File: config.mk
export PLATFORM = sky130hd
export DESIGN_NAME = addsub_issue_64
export DESIGN_NICKNAME = d
export VERILOG_FILES = /design/src/rtl/addsub_issue_64_pkg.sv /design/src/rtl/addsub_issue_64_adder.sv /design/src/rtl/addsub_issue_64.sv
export SDC_FILE = /design/constraint.sdc
export NUM_CORES = 1
export LEC_CHECK = 0
export ABC_AREA = 1
export BUFFER_PORTS_ARGS = -buffer_cell sky130_fd_sc_hd__buf_4
export CORE_MARGIN = 4
export CORE_UTILIZATION = 59
export CTS_CLUSTER_DIAMETER = 150
export CTS_CLUSTER_SIZE = 28
export DETAILED_ROUTE_END_ITERATION = 16
export GPL_TIMING_DRIVEN = 0
export PLACE_DENSITY_LB_ADDON = 0.12
export SLEW_MARGIN = 20
export SYNTH_ARGS = -nofsm -noshare
export SYNTH_HDL_FRONTEND = slang
export SYNTH_SLANG_ARGS = --single-unit
File: constraint.sdc
create_clock -name clk -period 17.8 [get_ports clk]
set_clock_uncertainty 0.1 [all_clocks]
set_input_delay 1.78 -clock clk [delete_from_list [all_inputs] [get_ports clk]]
set_output_delay 1.78 -clock clk [all_outputs]
set_load 0.05 [all_outputs]
File: src/rtl/addsub_issue_64_pkg.sv
// rtl/addsub_issue_64_pkg.sv - shared widths, op encoding and retire entry
package addsub_issue_64_pkg;

  localparam int XLEN      = 64;
  localparam int TAG_W_MAX = 16;

  localparam logic OP_ADD = 1'b0;
  localparam logic OP_SUB = 1'b1;

  // Tag field is sized for the widest supported tag; narrower tags zero-extend.
  typedef struct packed {
    logic [XLEN-1:0]      data;
    logic                 ovf;
    logic [TAG_W_MAX-1:0] tag;
  } retire_t;

endpackage

File: src/rtl/addsub_issue_64_adder.sv
// rtl/addsub_issue_64_adder.sv - adder_64: registered 64-bit wrap adder with carry/overflow flag
module adder_64
  import addsub_issue_64_pkg::*;
(
  input  logic            clk,
  input  logic            rst,
  input  logic [XLEN-1:0] a,
  input  logic [XLEN-1:0] b,
  input  logic            sign,
  output logic [XLEN-1:0] sum_q,
  output logic            carry_q
);

  logic [XLEN:0]   wide;
  logic [XLEN-1:0] sum_d;
  logic            carry_d;

  always_comb begin
    wide    = {1'b0, a} + {1'b0, b};
    sum_d   = wide[XLEN-1:0];
    carry_d = sign ? ((a[XLEN-1] == b[XLEN-1]) && (sum_d[XLEN-1] != a[XLEN-1]))
                   : wide[XLEN];
  end

  always_ff @(posedge clk or posedge rst) begin
    if (rst) begin
      sum_q   <= '0;
      carry_q <= 1'b0;
    end else begin
      sum_q   <= sum_d;
      carry_q <= carry_d;
    end
  end

endmodule

File: src/rtl/addsub_issue_64.sv
// rtl/addsub_issue_64.sv - issue/retire stage around adder_64 with credit-controlled in-order result queue
module addsub_issue_64
  import addsub_issue_64_pkg::*;
#(
  parameter int DEPTH = 4,
  parameter int TAG_W = 5
) (
  input  logic             clk,
  input  logic             rst,
  input  logic             flush,
  input  logic             req_valid,
  output logic             req_ready,
  input  logic [XLEN-1:0]  req_a,
  input  logic [XLEN-1:0]  req_b,
  input  logic             req_sub,
  input  logic             req_signed,
  input  logic [TAG_W-1:0] req_tag,
  output logic             res_valid,
  input  logic             res_ready,
  output logic [XLEN-1:0]  res_data,
  output logic             res_ovf,
  output logic [TAG_W-1:0] res_tag
);

  localparam int PW = (DEPTH > 1) ? $clog2(DEPTH) : 1;
  localparam int QW = $clog2(DEPTH + 1);
  localparam int OW = $clog2(DEPTH + 3);

  logic [XLEN-1:0]  x_q, x_d, y_q, y_d;
  logic             s1_v_q, s1_v_d, s1_sub_q, s1_sub_d, s1_signed_q, s1_signed_d;
  logic             s1_a63_q, s1_a63_d, s1_b63_q, s1_b63_d;
  logic [TAG_W-1:0] s1_tag_q, s1_tag_d;

  logic             s2_v_q, s2_v_d, s2_sub_q, s2_sub_d, s2_signed_q, s2_signed_d;
  logic             s2_a63_q, s2_a63_d, s2_b63_q, s2_b63_d;
  logic [TAG_W-1:0] s2_tag_q, s2_tag_d;

  logic [XLEN-1:0]  sum;
  logic             carry;

  retire_t          mem_q [DEPTH];
  retire_t          mem_d [DEPTH];
  logic [PW-1:0]    wr_ptr_q, wr_ptr_d, rd_ptr_q, rd_ptr_d;
  logic [QW-1:0]    count_q, count_d;

  logic [OW-1:0]    occupancy;
  logic             accept, push, pop;
  logic [XLEN-1:0]  r;
  logic             ovf;
  retire_t          wr_ent;

  // Adder only adds; subtraction uses A-B = ~(~A+B) so carry doubles as borrow.
  adder_64 u_adder (
    .clk    (clk),
    .rst    (rst),
    .a      (x_q),
    .b      (y_q),
    .sign   (1'b0),
    .sum_q  (sum),
    .carry_q(carry)
  );

  always_comb begin
    occupancy = OW'(count_q) + OW'(s1_v_q) + OW'(s2_v_q);
    req_ready = !rst && !flush && (occupancy < OW'(DEPTH));
    accept    = req_valid && req_ready;
    res_valid = (count_q != '0);
    push      = s2_v_q && !flush;
    pop       = res_valid && res_ready && !flush;
    res_data  = mem_q[rd_ptr_q].data;
    res_ovf   = mem_q[rd_ptr_q].ovf;
    res_tag   = mem_q[rd_ptr_q].tag[TAG_W-1:0];
  end

  always_comb begin
    r = (s2_sub_q == OP_ADD) ? sum : ~sum;
    if (!s2_signed_q)
      ovf = carry;
    else if (s2_sub_q == OP_SUB)
      ovf = (s2_a63_q != s2_b63_q) && (r[XLEN-1] != s2_a63_q);
    else
      ovf = (s2_a63_q == s2_b63_q) && (r[XLEN-1] != s2_a63_q);
    wr_ent      = '0;
    wr_ent.data = r;
    wr_ent.ovf  = ovf;
    wr_ent.tag  = TAG_W_MAX'(s2_tag_q);
  end

  always_comb begin
    x_d         = x_q;
    y_d         = y_q;
    s1_sub_d    = s1_sub_q;
    s1_signed_d = s1_signed_q;
    s1_tag_d    = s1_tag_q;
    s1_a63_d    = s1_a63_q;
    s1_b63_d    = s1_b63_q;
    if (accept) begin
      x_d         = (req_sub == OP_SUB) ? ~req_a : req_a;
      y_d         = req_b;
      s1_sub_d    = req_sub;
      s1_signed_d = req_signed;
      s1_tag_d    = req_tag;
      s1_a63_d    = req_a[XLEN-1];
      s1_b63_d    = req_b[XLEN-1];
    end
    s1_v_d      = accept;
    s2_v_d      = s1_v_q && !flush;
    s2_sub_d    = s1_sub_q;
    s2_signed_d = s1_signed_q;
    s2_tag_d    = s1_tag_q;
    s2_a63_d    = s1_a63_q;
    s2_b63_d    = s1_b63_q;
  end

  always_comb begin
    mem_d    = mem_q;
    wr_ptr_d = wr_ptr_q;
    rd_ptr_d = rd_ptr_q;
    count_d  = count_q;
    if (flush) begin
      wr_ptr_d = '0;
      rd_ptr_d = '0;
      count_d  = '0;
    end else begin
      if (push) begin
        mem_d[wr_ptr_q] = wr_ent;
        wr_ptr_d = (wr_ptr_q == PW'(DEPTH - 1)) ? '0 : wr_ptr_q + 1'b1;
      end
      if (pop)
        rd_ptr_d = (rd_ptr_q == PW'(DEPTH - 1)) ? '0 : rd_ptr_q + 1'b1;
      count_d = count_q + QW'(push) - QW'(pop);
    end
  end

  always_ff @(posedge clk or posedge rst) begin
    if (rst) begin
      x_q         <= '0;
      y_q         <= '0;
      s1_v_q      <= 1'b0;
      s1_sub_q    <= 1'b0;
      s1_signed_q <= 1'b0;
      s1_tag_q    <= '0;
      s1_a63_q    <= 1'b0;
      s1_b63_q    <= 1'b0;
      s2_v_q      <= 1'b0;
      s2_sub_q    <= 1'b0;
      s2_signed_q <= 1'b0;
      s2_tag_q    <= '0;
      s2_a63_q    <= 1'b0;
      s2_b63_q    <= 1'b0;
      wr_ptr_q    <= '0;
      rd_ptr_q    <= '0;
      count_q     <= '0;
      for (int i = 0; i < DEPTH; i++) mem_q[i] <= '0;
    end else begin
      x_q         <= x_d;
      y_q         <= y_d;
      s1_v_q      <= s1_v_d;
      s1_sub_q    <= s1_sub_d;
      s1_signed_q <= s1_signed_d;
      s1_tag_q    <= s1_tag_d;
      s1_a63_q    <= s1_a63_d;
      s1_b63_q    <= s1_b63_d;
      s2_v_q      <= s2_v_d;
      s2_sub_q    <= s2_sub_d;
      s2_signed_q <= s2_signed_d;
      s2_tag_q    <= s2_tag_d;
      s2_a63_q    <= s2_a63_d;
      s2_b63_q    <= s2_b63_d;
      wr_ptr_q    <= wr_ptr_d;
      rd_ptr_q    <= rd_ptr_d;
      count_q     <= count_d;
      mem_q       <= mem_d;
    end
  end

endmodule
# Word-level counts from Yosys, hierarchy flattened
# Cells that the tools add are included.
# op_classes
n_lt_le_gt_ge,4
n_mux,17
bitwise,5
n_eq_ne,5
n_addsub,7
n_reduce_logical,16
# ops
operator,count
bitwise mux 324 bit,1
2-to-1 mux 81 bit,3
binary-select mux 81 bit (select 2 bit),1
demux 81 bit (select 2 bit),1
2-to-1 mux 64 bit,2
NOT 64 bit,2
adder 64 x 64 -> 65 bit,1
2-to-1 mux 2 bit,6
logical AND 1 bit,10
adder 3 x 1 -> 3 bit,3
">= comparator 3 bit, second input constant",2
NOT 2 -> 3 bit,2
"adder 2 x 1 -> 2 bit, second input constant",2
"equality test 2 bit, second input constant",2
nonzero test 2 bit,2
"less-than comparator 3 x 1 -> 1 bit, second input constant",1
"less-than comparator 3 bit, second input constant",1
2-to-1 mux 3 bit,1
nonzero test 3 bit,1
subtractor 3 x 1 -> 3 bit,1
logical NOT 1 bit,2
2-to-1 mux 1 bit,2
!= test 1 bit,2
AND reduction 2 bit,1
other kinds (2),2
# word_totals
reg_bits,544
output_inout_bits,72
elab_cells,85
in_bits,140

# Logic depth before layout (Yosys ltp)
# Gate-level depths: netlist of run 1.
# depth
word_depth,7
depth_mapped,14
depth_no_buf,14

# Hierarchy
# Synthesis of run 1 repeated with hierarchy kept, for this count alone.
# unflattened
cells_unflattened,3477
area_unflattened_um2,26721.9
# by_module_without_submodules
module,cells_each,instances,area_each_um2
addsub_issue_64,2422,1,19909.1
adder_64,1055,1,6812.8

# Worst setup path before layout of run 1
# OpenSTA, ideal clock, no wires.
# synth_path
path_type,in2out
start,input flush
end,output req_ready
setup_slack_ns,13.559
t_arrival_ns,2.361
stages,4
required_ns,15.920
cell_sequence,buf_2 nor3_2 nand2_1 inv_2
# synth_via
elab_chain_len,3
# synth_rtl
item,line_no,rtl
"start, declared",addsub_issue_64.sv:10,"input logic flush,"
logical NOT 1 bit,addsub_issue_64.sv:65,req_ready = !rst && !flush && (occupancy < OW'(DEPTH));
logical AND 1 bit (2 in series),addsub_issue_64.sv:65,
"end, declared",addsub_issue_64.sv:12,"output logic req_ready,"
# No other way between the ends.

# Final worst setup path of run 1
# layout_path
start,register rd_ptr_q[0]
end,output res_data[61]
# layout_via
elab_chain_len,4
# layout_rtl
item,line_no,rtl
"start, declared",addsub_issue_64.sv:43,"logic [PW-1:0] wr_ptr_q, wr_ptr_d, rd_ptr_q, rd_ptr_d;"
"start signal, assigned",addsub_issue_64.sv:171,rd_ptr_q <= rd_ptr_d;
NOT 2 -> 3 bit (implied by the code),addsub_issue_64.sv:70,res_data = mem_q[rd_ptr_q].data;
binary-select mux 81 bit (select 2 bit),addsub_issue_64.sv:70,
2-to-1 mux 81 bit (2 in series),-,
"end, declared",addsub_issue_64.sv:20,"output logic [XLEN-1:0] res_data,"
# No other way between the ends. The select of a mux whose other input is x is not followed.

==> qor.txt, run 1 <==
outcome - completed
amount of wire on met2 after detailed routing - 35300 um
Leakage Power - 16.9 nW
clock root cell - clkbuf_16
dpl hpwl - 59800 um
width of the chip - 221 um
DRC errors left - 0
share of Yosys cell area claimed by the top area cell type - 46.6%
number of max-slew violations in the final report - 0
number of ports placed on the die boundary - 212
overall power - 5.02 mW
dominant combinational cell family by area after synthesis - simple AND/OR/NAND/NOR gates
routed vias - 23500
residual antenna-violating net count after detailed routing - 0
final cell area excluding filler cells - 29700 um2
start-to-end type of the worst setup path - reg2out
highest fanout seen on the critical path - 10
netlist area before placement - 26800 um2
areal power density over the cells - 169 nW/um2
series of cell instances along the critical path - inv_1 -> buf_2 -> clkbuf_1 -> nor2_1 -> o22ai_1 -> buf_4
internal power consumption - 2.48 mW
CP Launch Type - flop
transition time of the tightest slew-check pin - 858 ps
Initial Utilization - 60.2%
global-route wire length before repair - 124000 um
DR top layer - met4
ranking of synthesized cells by instance count - nand2_1 (1521), dfrtp_1 (499), inv_1 (336)
post-CTS setup buffers - 0
top cell type by total area after synthesis - dfrtp_1
Placement Setup Slack - 13380 ps
unique cell type count in the Yosys netlist - 37
core area - 44500 um2
number of flip-flops and latches in the synthesized netlist - 499
Compound-Gate Fraction of Synth Area - 6.73%
number of setup violations in the final report - 0
count of hold-fix buffers inserted at cts - 0
clock net sink count - 499
Gate power share - 55.8%
final critical path time including I/O delays and setup - 4840 ps
part of the Yosys area used for sequential elements - 46.6%
slowest CP cell - dfrtp_1
total nets after synthesis - 3731
YS warnings - 0
net switching power - 2.54 mW
total of fill cells in the finished design - 3847
minimum setup slack among reg-to-reg paths - 15330 ps
Synth Instances - 3517
number of H-tree levels - 1
Rows - 77
Worst Path Required - 15920 ps
area added between synthesis and finish - 11.1%
y dimension of the die - 221 um
total placed cells including tap cells - 4322
most area-consuming cells after synthesis - dfrtp_1 (47%), nand2_1 (21%), inv_1 (4.7%), nor2_1 (3.6%), ha_1 (3.4%)
max-cap viol count - 0
adder-cell share of the synthesized area - 3.51%
# diodes - 0
number of hold-slack violations in the final timing report - 0
data arrival time at the worst-slack endpoint - 2960 ps
number of standard cells in the layout, taps in and fillers out - 4345
portion of total power attributed to the clock network - 11.2%
most frequent cell after synthesis - nand2_1
clock tree buffer depth - 3
die area - 48900 um2
Wirelength per Cell - 17.7 um
first-pass iteration count of the detailed router - 6
TritonCTS clock tree - built
biggest cell delay along the critical path - 570 ps
switching part of the total power - 50.6%
Post-Route M1 WL - 33500 um
nets@finish - 3967
kind of path behind the tightest hold check - reg2reg
gr usage total - 31.1%
routability-driven placement congestion ratio - 0.965
source-to-sink clock delay at the later pin of the worst-skew pair - 580 ps
gr ovfl total - 0
clock transition at the register clock pins on the worst setup and hold paths after CTS - 100 ps
worst rel slew slack - 42.4%
predominant post-synthesis flop cell - dfrtp_1
crit end category - output pin
Avg Synthesized Cell Area - 7.61 um2
maximum number of pins on one net before global-route repair - 108
Placed Instance Area - 29200 um2
simple-gate share of the synthesized area - 27.7%
DR vias/cell - 5.42
vias in the first global route - 23000
share of flip-flops with an asynchronous set or reset - 100%
XOR/XNOR share of the synthesized area - 5.27%
# resized after CTS - 0
family with the most delay on the worst path - buffers and inverters
proportion of layout cells with a drive suffix above 1 - 10.9%
Tcrit/Tclk final - 27.2%
smallest setup slack after layout - 12960 ps
antenna violations before repair - 0
DRT Wirelength - 77000 um
number of enable flip-flop cells after synthesis - 0
met3 WL - 5170 um
Worst Hold Margin - 285 ps
upper clock frequency limit - 206 MHz
number of port buffers - 209
RSZ-0062 raised after global routing - false
worst vdd rail ir drop - 0.180 mV
initial drt markers - 2482
total clock buffers created by CTS - 21
CP Buf/Inv Count - 4
proportion of power drawn by flip-flops and latches - 33.0%
multiplexer share of the synthesized area - 2.86%
[area by class of cell]
cell class / instances / area [um2] / area share [%]
Multi-Input combinational cell: 2537 / 12300 / 41.5
Clock buffer: 21 / 526 / 1.77
Clock inverter: 2 / 16.3 / 0.0547
Sequential cell: 499 / 12500 / 42.0
Timing Repair Buffer: 213 / 1680 / 5.64
Inverter: 343 / 1300 / 4.36
Buffer: 138 / 669 / 2.25
Tap cell: 592 / 741 / 2.49
[cell families after synthesis]
kind of cell	Yosys count
simple gates	1895
flops	499
buf+inv	481
compound gates	339
xor+xnor	161
fa+ha+maj	74
mux	68
[metal layers]
metal  vias to the layer above  global-route usage [%]
li1                      11300                       -
met1                     11200                    45.3
met2                       939                    50.0
met3                       156                    3.10
met4                         0                    9.26
met5                         -                       0
[power by group through the flow]
| stage | clock network [mW] | registers (mW) | logic (mW) |
|---|---|---|---|
| 6_report | 0.561 | 1.66 | 2.80 |
| 4_1_cts | 0.569 | 1.65 | 2.78 |
| 3_3_place_gp | 0 | 1.66 | 2.72 |
| 2_1_floorplan | 0 | 1.59 | 1.92 |
| 5_1_grt | 0.608 | 1.69 | 3.07 |
| 3_5_place_dp | 0 | 1.67 | 2.77 |
[state kept, by name (all words and copies together) (netlist names)]
name             flops
s1_sub_q             1
mem_q              280
s1_v_q               1
x_q                 64
u_adder.sum_q       64
rd_ptr_q             2
s2_a63_q             1
s2_b63_q             1
u_adder.carry_q      1
s2_v_q               1
count_q              3
s1_tag_q             5
y_q                 64
s2_signed_q          1
wr_ptr_q             2
s1_signed_q          1
s2_tag_q             5
s2_sub_q             1
s1_a63_q             1
[path summary, 6_finish.rpt]
kind                                           to  depth (start not counted)   startpoint
worst max-delay path                 res_data[61]                          6  rd_ptr_q[0]
worst min-delay path                  s2_tag_q[2]                          0  s1_tag_q[2]
worst max register to register  u_adder.sum_q[44]                         14       x_q[0]
worst min register to register        s2_tag_q[2]                          0  s1_tag_q[2]
max in group asynchronous                 y_q[36]                          5          rst
min in group asynchronous               mem_q[85]                          2          rst
[stage by stage]
stage	setup TNS, ps	util (%)
after floorplan	0	-
after global placement	-1242710	65.4
after detailed placement	0	65.6
after CTS	0	66.8
after global routing	0	66.8
final	0	66.8
[cell usage in the layout, fill, tap and decap left out, types with 8 or more instances in the layout]
cell,instances
a21oi_1,46
buf_2,43
buf_4,233
clkbuf_1,66
clkbuf_16,21
dfrtp_1,499
ha_1,72
inv_1,335
mux2_1,11
mux2_2,57
nand2_1,1521
nand2_2,16
nand3_1,53
nand3_2,8
nand4_1,14
nor2_1,257
nor3_1,9
o21ai_0,177
o21ai_1,39
o22ai_1,70
xnor2_1,66
xor2_1,95
No activity file was read; power rests on OpenSTA's default activity.
==> inputs of run 2 (changes only) <==
clock period = 5 ns   (was 17.8 ns; I/O delays follow)
==> run 2 against run 1 <==
  * Hold slack got worse by 260 ps
  * Worst setup slack got worse by 12000 ps
  * Largest cell class unchanged
  * Register-to-register slack got worse by 13000 ps
  * Clock-buffer cell count unchanged
  * Largest power group unchanged
  * Critical endpoint is now res_data[55]
  * Cell area increased by 0.97%
==> qor.txt, run 2 (synthesis gave the netlist of run 1 again) <==
outcome - completed
clock net sink count - 499 (unchanged)
leading cell type in the layout, fill and taps excluded - nand2_1
dpl hpwl - 60200 um (+0.68%)
DR vias/cell - 5.39 (-0.55%)
highest fanout seen on the critical path - 10 (unchanged)
area added between synthesis and finish - 12.2%
core area - 44500 um2 (unchanged)
final cell area excluding filler cells - 30000 um2 (+0.97%)
commonest non-fill, non-tap cells in the layout - nand2_1 (1521), dfrtp_1 (499), inv_1 (335), nor2_1 (257), buf_4 (233)
worst flop-to-flop path startpoint - x_q[0]
number of ports placed on the die boundary - 212 (unchanged)
residual antenna-violating net count after detailed routing - 0 (unchanged)
gr ovfl total - 0 (unchanged)
global-route layer with the greatest usage - met2
width of the chip - 221 um (unchanged)
worst rel slew slack - 43.0% (+0.55 points)
total placed cells including tap cells - 4335 (+0.30%)
Setup Total Neg Slack - 0 ps (unchanged)
CP Buf/Inv Count - 4 (unchanged)
max reg flops - 280 (unchanged)
family with the most delay on the worst path - buffers and inverters
Wirelength per Cell - 17.7 um (-0.29%)
start-to-end type of the worst setup path - reg2out
maximum number of pins on one net before global-route repair - 37 (-66%)
first-pass iteration count of the detailed router - 6 (unchanged)
antenna violations before repair - 0 (unchanged)
Leakage Power - 17.1 nW (+0.76%)
CP Launch Type - flop
number of setup violations in the final report - 0 (unchanged)
areal power density over the cells - 596 nW/um2 (+250%)
data arrival time at the worst-slack endpoint - 3030 ps (+70 ps)
max-cap viol count - 0 (unchanged)
crit end category - output pin
Rows - 77 (unchanged)
series of cell instances along the critical path - inv_1 -> buf_2 -> clkbuf_1 -> nor2_1 -> o22ai_1 -> buf_4
RSZ-0062 raised after global routing - false
final critical path time including I/O delays and setup - 3630 ps
DRT Wirelength - 77100 um (+0.10%)
global routing met3 resource utilization - 3.45% (+0.34 points)
die area - 48900 um2 (unchanged)
beginning of the worst hold path - req_b[47]
number of max-slew violations in the final report - 0 (unchanged)
clock transition at the register clock pins on the worst setup and hold paths after CTS - 110 ps (about the same)
global-route track usage on met1 - 44.6% (-0.71 points)
biggest cell delay along the critical path - 570 ps (about the same)
number of hold-slack violations in the final timing report - 0 (unchanged)
clock root cell - clkbuf_16
DRC errors left - 0 (unchanged)
initial drt markers - 2324 (-6.4%)
vias in the first global route - 23100 (+0.56%)
TritonCTS clock tree - built
global-route wire length before repair - 123000 um (-0.14%)
routability-driven placement congestion ratio - 0.963 (-0.17%)
gr usage total - 31.1% (about the same)
source-to-sink clock delay at the later pin of the worst-skew pair - 570 ps (about the same)
clock tree buffer depth - 3 (unchanged)
slowest CP cell - dfrtp_1
upper clock frequency limit - 276 MHz
number of standard cells in the layout, taps in and fillers out - 4362 (+0.39%)
transition time of the tightest slew-check pin - 850 ps (-8.14 ps)
total clock buffers created by CTS - 21 (unchanged)
worst vdd rail ir drop - 0.589 mV (+230%)
Tcrit/Tclk final - 72.6%
register ranked first by flip-flop count - mem_q
Placed Instance Area - 29500 um2 (+0.88%)
Worst setup startpoint - rd_ptr_q[0]
Initial Utilization - 60.2% (unchanged)
Worst Path Required - 4400 ps (-11520 ps)
kind of path behind the tightest hold check - in2reg
met2 usage in global routing - 50.9% (+0.95 points)
routed vias - 23500 (-0.17%)
y dimension of the die - 221 um (unchanged)
proportion of layout cells with a drive suffix above 1 - 11.2% (+0.30 points)
number of H-tree levels - 1 (unchanged)
number of port buffers - 209 (unchanged)
nets@finish - 3983 (+0.40%)
[run 2: cell types whose count changed in the layout (fill, tap and decap cells not counted)]
cell,delta
buf_12,+13
dlygate4sd3_1,+3
clkinvlp_4,+1
diode_2,+1
inv_8,-1
[run 2: worst paths after layout]
| check | cells past startpoint | slack (ps) | end |
|---|---|---|---|
| min | 3 | 20 | y_q[47] |
| min reg2reg | 0 | 290 | s2_sub_q |
| max reg2reg | 14 | 2530 | u_adder.sum_q[44] |
| min in group asynchronous | 3 | 440 | u_adder.sum_q[20] |
| max | 6 | 1370 | res_data[55] |
| max in group asynchronous | 7 | 3160 | y_q[40] |
[run 2: repair_timing]
| item | CTS | global route |
|---|---|---|
| hold endpoints to repair | 16 | 0 |
| buffers inserted | 0 | 0 |
| hold buffers | 3 | 0 |
| resized for setup | 0 | 0 |
[run 2: stage by stage]
step | util (%) | setup slack, ps | total power [mW] | hold slack [ps]
final | 67.5 | 1370 | 17.9 | 22.8
after floorplan | - | -2370 | 12.5 | 254
after global routing | 67.5 | 1310 | 19.1 | 3.32
after CTS | 67.5 | 1430 | 17.8 | 0.938
after detailed placement | 66.2 | 2060 | 15.8 | 264
after global placement | 65.4 | -4790 | 15.6 | 264
[run 2: area by class of cell]
type	count	area [um2]
fill	3894	14500
tap	592	741
clock inverter	2	16.3
buffer	138	669
clock buffer	21	526
sequential	499	12500
timing repair buffer	229	1970
multi-input combinational	2537	12300
antenna	1	2.50
inverter	343	1290
[run 2: per-layer routing]
layer	part of all wire (%)	vias up
li1	-	11300
met1	44	11200
met2	47	885
met3	6.9	107
met4	2.7	0
met5	0	-
[run 2: worst reg2reg max path: stages (launching register included)]
cell and delay [ps]:
dfrtp_1 430, ha_1 240, fa_1 440, nand3_1 120, nand3_2 120, nand2_1 100, nand2_2 90, nand2_1 70
nand2_1 90, nand2_1 80, nand2_1 140, nand2_1 170, nand2_1 70, nand2_1 60, nand2_1 50
[run 2: power breakdown]
part	total, mW	leakage, nW	internal [mW]	switching [mW]
sequential	5.90	6.52	5.13	0.770
combinational	10.0	10.3	2.95	7.05
clock	1.99	0.263	0.766	1.23
==> inputs of run 3 (changes only) <==
ABC_AREA = 0   (was 1)
clock period = 3.8 ns   (was 5 ns; I/O delays follow)
==> run 3 against run 2 <==
  * Synthesized area is 12% lower
  * Hold slack got worse by 19 ps
  * Global-route usage fell by 3.4 points
  * Power up 13%
  * Critical path type is now reg2reg
  * Largest power group unchanged
==> qor.txt, run 3 <==
number of port buffers - 210 (+0.48%)
share of flip-flops with an asynchronous set or reset - 100% (unchanged)
predominant post-synthesis flop cell - dfrtp_1
Synth Instances - 2274 (-35%)
antenna violations before repair - 0 (unchanged)
clock root cell - clkbuf_16
Worst Path Required - 4120 ps (-280 ps)
number of enable flip-flop cells after synthesis - 0 (unchanged)
ranking of synthesized cells by instance count - nand2_1 (592), dfrtp_1 (499), o21ai_0 (362)
area added between synthesis and finish - 17.1%
total nets after synthesis - 2488 (-33%)
Placement Setup Slack - -22.6 ps (-2080 ps)
unique cell type count in the Yosys netlist - 70 (+89%)
data arrival time at the worst-slack endpoint - 4010 ps (+980 ps)
most frequent cell after synthesis - nand2_1
areal power density over the cells - 735 nW/um2 (+23%)
family with the most delay on the worst path - compound AO/OA/AOI/OAI gates
Leakage Power - 12.7 nW (-26%)
YS warnings - 0 (unchanged)
die area - 43100 um2 (-12%)
Layout Utilization - 70.6% (+3.1 points)
transition time of the tightest slew-check pin - 989 ps (+140 ps)
number of H-tree levels - 1 (unchanged)
Rows - 72 (-6.5%)
RSZ-0062 raised after global routing - false
worst vdd rail ir drop - 0.473 mV (-20%)
post-CTS setup buffers - 0 (unchanged)
gr ovfl total - 0 (unchanged)
max-cap viol count - 0 (unchanged)
leading cell type in the layout, fill and taps excluded - nand2_1
initial drt markers - 1534 (-34%)
DRT Wirelength - 60300 um (-22%)
crit end category - flop
met2 usage in global routing - 44.4% (-6.5 points)
total clock buffers created by CTS - 21 (unchanged)
Setup Total Neg Slack - 0 ps (unchanged)
Initial Utilization - 60.3% (+0.12 points)
series of cell instances along the critical path - ha_1 -> fa_1 -> a211oi_1 -> o211ai_1 -> a21oi_2 -> nor2_1 -> a31oi_1 -> o21ai_1 -> a21oi_1 -> o311ai_1 -> xor2_1
highest fanout seen on the critical path - 4 (-6)
start-to-end type of the worst setup path - reg2reg
clock transition at the register clock pins on the worst setup and hold paths after CTS - 100 ps (about the same)
upper clock frequency limit - 271 MHz
number of hold-slack violations in the final timing report - 0 (unchanged)
smallest setup slack after layout - 114 ps (-1260 ps)
routed vias - 18100 (-23%)
max reg flops - 280 (unchanged)
worst rel slew slack - 34.0% (-8.9 points)
slowest CP cell - fa_1
proportion of layout cells with a drive suffix above 1 - 14.6% (+3.5 points)
vias in the first global route - 18400 (-20%)
global-route wire length before repair - 97400 um (-21%)
clock net sink count - 499 (unchanged)
gr usage total - 27.7% (-3.4 points)
width of the chip - 208 um (-6.1%)
DRC errors left - 0 (unchanged)
global routing met3 resource utilization - 3.97% (+0.53 points)
global-route layer with the greatest usage - met2
commonest non-fill, non-tap cells in the layout - nand2_1 (592), dfrtp_1 (499), o21ai_0 (362), buf_4 (216), xnor2_1 (166)
netlist area before placement - 23500 um2 (-12%)
final critical path time including I/O delays and setup - 3690 ps
CP Buf/Inv Count - 0 (-4)
top cell type by total area after synthesis - dfrtp_1
outcome - completed
TritonCTS clock tree - built
nets@finish - 2827 (-29%)
part of the Yosys area used for sequential elements - 53.1% (+6.5 points)
biggest cell delay along the critical path - 440 ps (-130 ps)
core area - 39000 um2 (-12%)
source-to-sink clock delay at the later pin of the worst-skew pair - 560 ps (about the same)
clock tree buffer depth - 3 (unchanged)
most area-consuming cells after synthesis - dfrtp_1 (53%), nand2_1 (9.4%), o21ai_0 (7.7%), mux4_2 (6.7%), xnor2_1 (6.2%)
maximum number of pins on one net before global-route repair - 37 (unchanged)
first-pass iteration count of the detailed router - 5 (-1)
share of Yosys cell area claimed by the top area cell type - 53.1% (+6.5 points)
CP Launch Type - flop
y dimension of the die - 208 um (-6.1%)
dpl hpwl - 44400 um (-26%)
residual antenna-violating net count after detailed routing - 0 (unchanged)
Wirelength per Cell - 19.3 um (+9.1%)
Avg Synthesized Cell Area - 10.3 um2 (+36%)
DR vias/cell - 5.78 (+7.2%)
global-route track usage on met1 - 40.7% (-3.9 points)
number of ports placed on the die boundary - 212 (unchanged)
Tcrit/Tclk final - 97.0%
number of flip-flops and latches in the synthesized netlist - 499 (unchanged)
kind of path behind the tightest hold check - in2reg
routability-driven placement congestion ratio - 0.877 (-8.9%)
number of max-slew violations in the final report - 0 (unchanged)
register ranked first by flip-flop count - mem_q
number of setup violations in the final report - 0 (unchanged)
[run 3: cell count changes after synthesis, sizes merged, moves of 21 or more]
cell,change
nor2,-230
a21oi,+32
clkbuf,+52
nand3,-47
mux2,-48
inv,-319
a21o,+21
mux4,+70
buf,-48
o22ai,-70
nand2,-944
o21ai,+151
xnor2,+100
xor2,-68
[run 3: per-layer routing]
metal,wire length (um),share of wire [%]
met3,4220,7.0
met4,1360,2.3
met2,28500,47
met5,0,0
met1,26300,44
[run 3: tightest hold or removal path, stage by stage]
cell,delay [ps]
buf_4,80
xnor2_1,90
o21ai_0,60
[run 3: cells by family (layout without fill, tap and decap cells)]
| family | count (synthesis) | after routing | share of synthesized area (%) |
|---|---|---|---|
| compound gates | 542 | 542 | 13.0 |
| xor+xnor | 193 | 193 | 7.19 |
| fa+ha+maj | 74 | 74 | 4.00 |
| other cells | 0 | 1 | 0 |
| mux | 92 | 92 | 7.75 |
| simple gates | 708 | 708 | 12.1 |
| flops | 499 | 499 | 53.1 |
| buf+inv | 166 | 504 | 2.84 |
[run 3: final cells by class]
type	instances	area, um2
inverters	24	93.8
clock buffers	21	526
clock inverters	1	7.51
repair buffers	316	2810
fillers	2957	11500
multi-input cells	1609	10400
flip-flops and latches	499	12500
well taps	518	648
plain buffers	142	586
diodes	1	2.50
[run 3: final timing paths]
| kind | from | endpoint | slack [ps] | cells after the start |
|---|---|---|---|---|
| min in group asynchronous | rst | mem_q[145] | 360 | 3 |
| max reg2reg | y_q[0] | u_adder.sum_q[62] | 110 | 11 |
| max | y_q[0] | u_adder.sum_q[62] | 110 | 11 |
| min | req_a[48] | x_q[48] | 4 | 3 |
| min reg2reg | s1_a63_q | s2_a63_q | 290 | 0 |
| max in group asynchronous | rst | x_q[23] | 1690 | 9 |
[run 3: what timing repair did]
action                     4_1_cts  5_1_grt
setup endpoints to repair       78        5
gates resized for setup          5        5
hold endpoints to repair       105        0
cloned                           0        0
hold buffers                    90        0
[run 3: stage by stage]
stage | area [um2] | hold slack, ps | cells | power (mW)
3_5_place_dp | 26100 | 264 | 3018 | 17.6
4_1_cts | 27500 | 1.32 | 3130 | 20.2
2_1_floorplan | 23500 | 254 | 2274 | 14.7
6_report | 27500 | 4.19 | 3131 | 20.2
5_1_grt | 27500 | 10.7 | 3130 | 21.5
3_3_place_gp | 25700 | 259 | 3002 | 17.3
[run 3: power breakdown]
| part | switching, mW | internal (mW) |
|---|---|---|
| clock network | 1.56 | 1.00 |
| logic | 6.32 | 3.73 |
| registers | 0.884 | 6.74 |
| total | 8.77 | 11.5 |
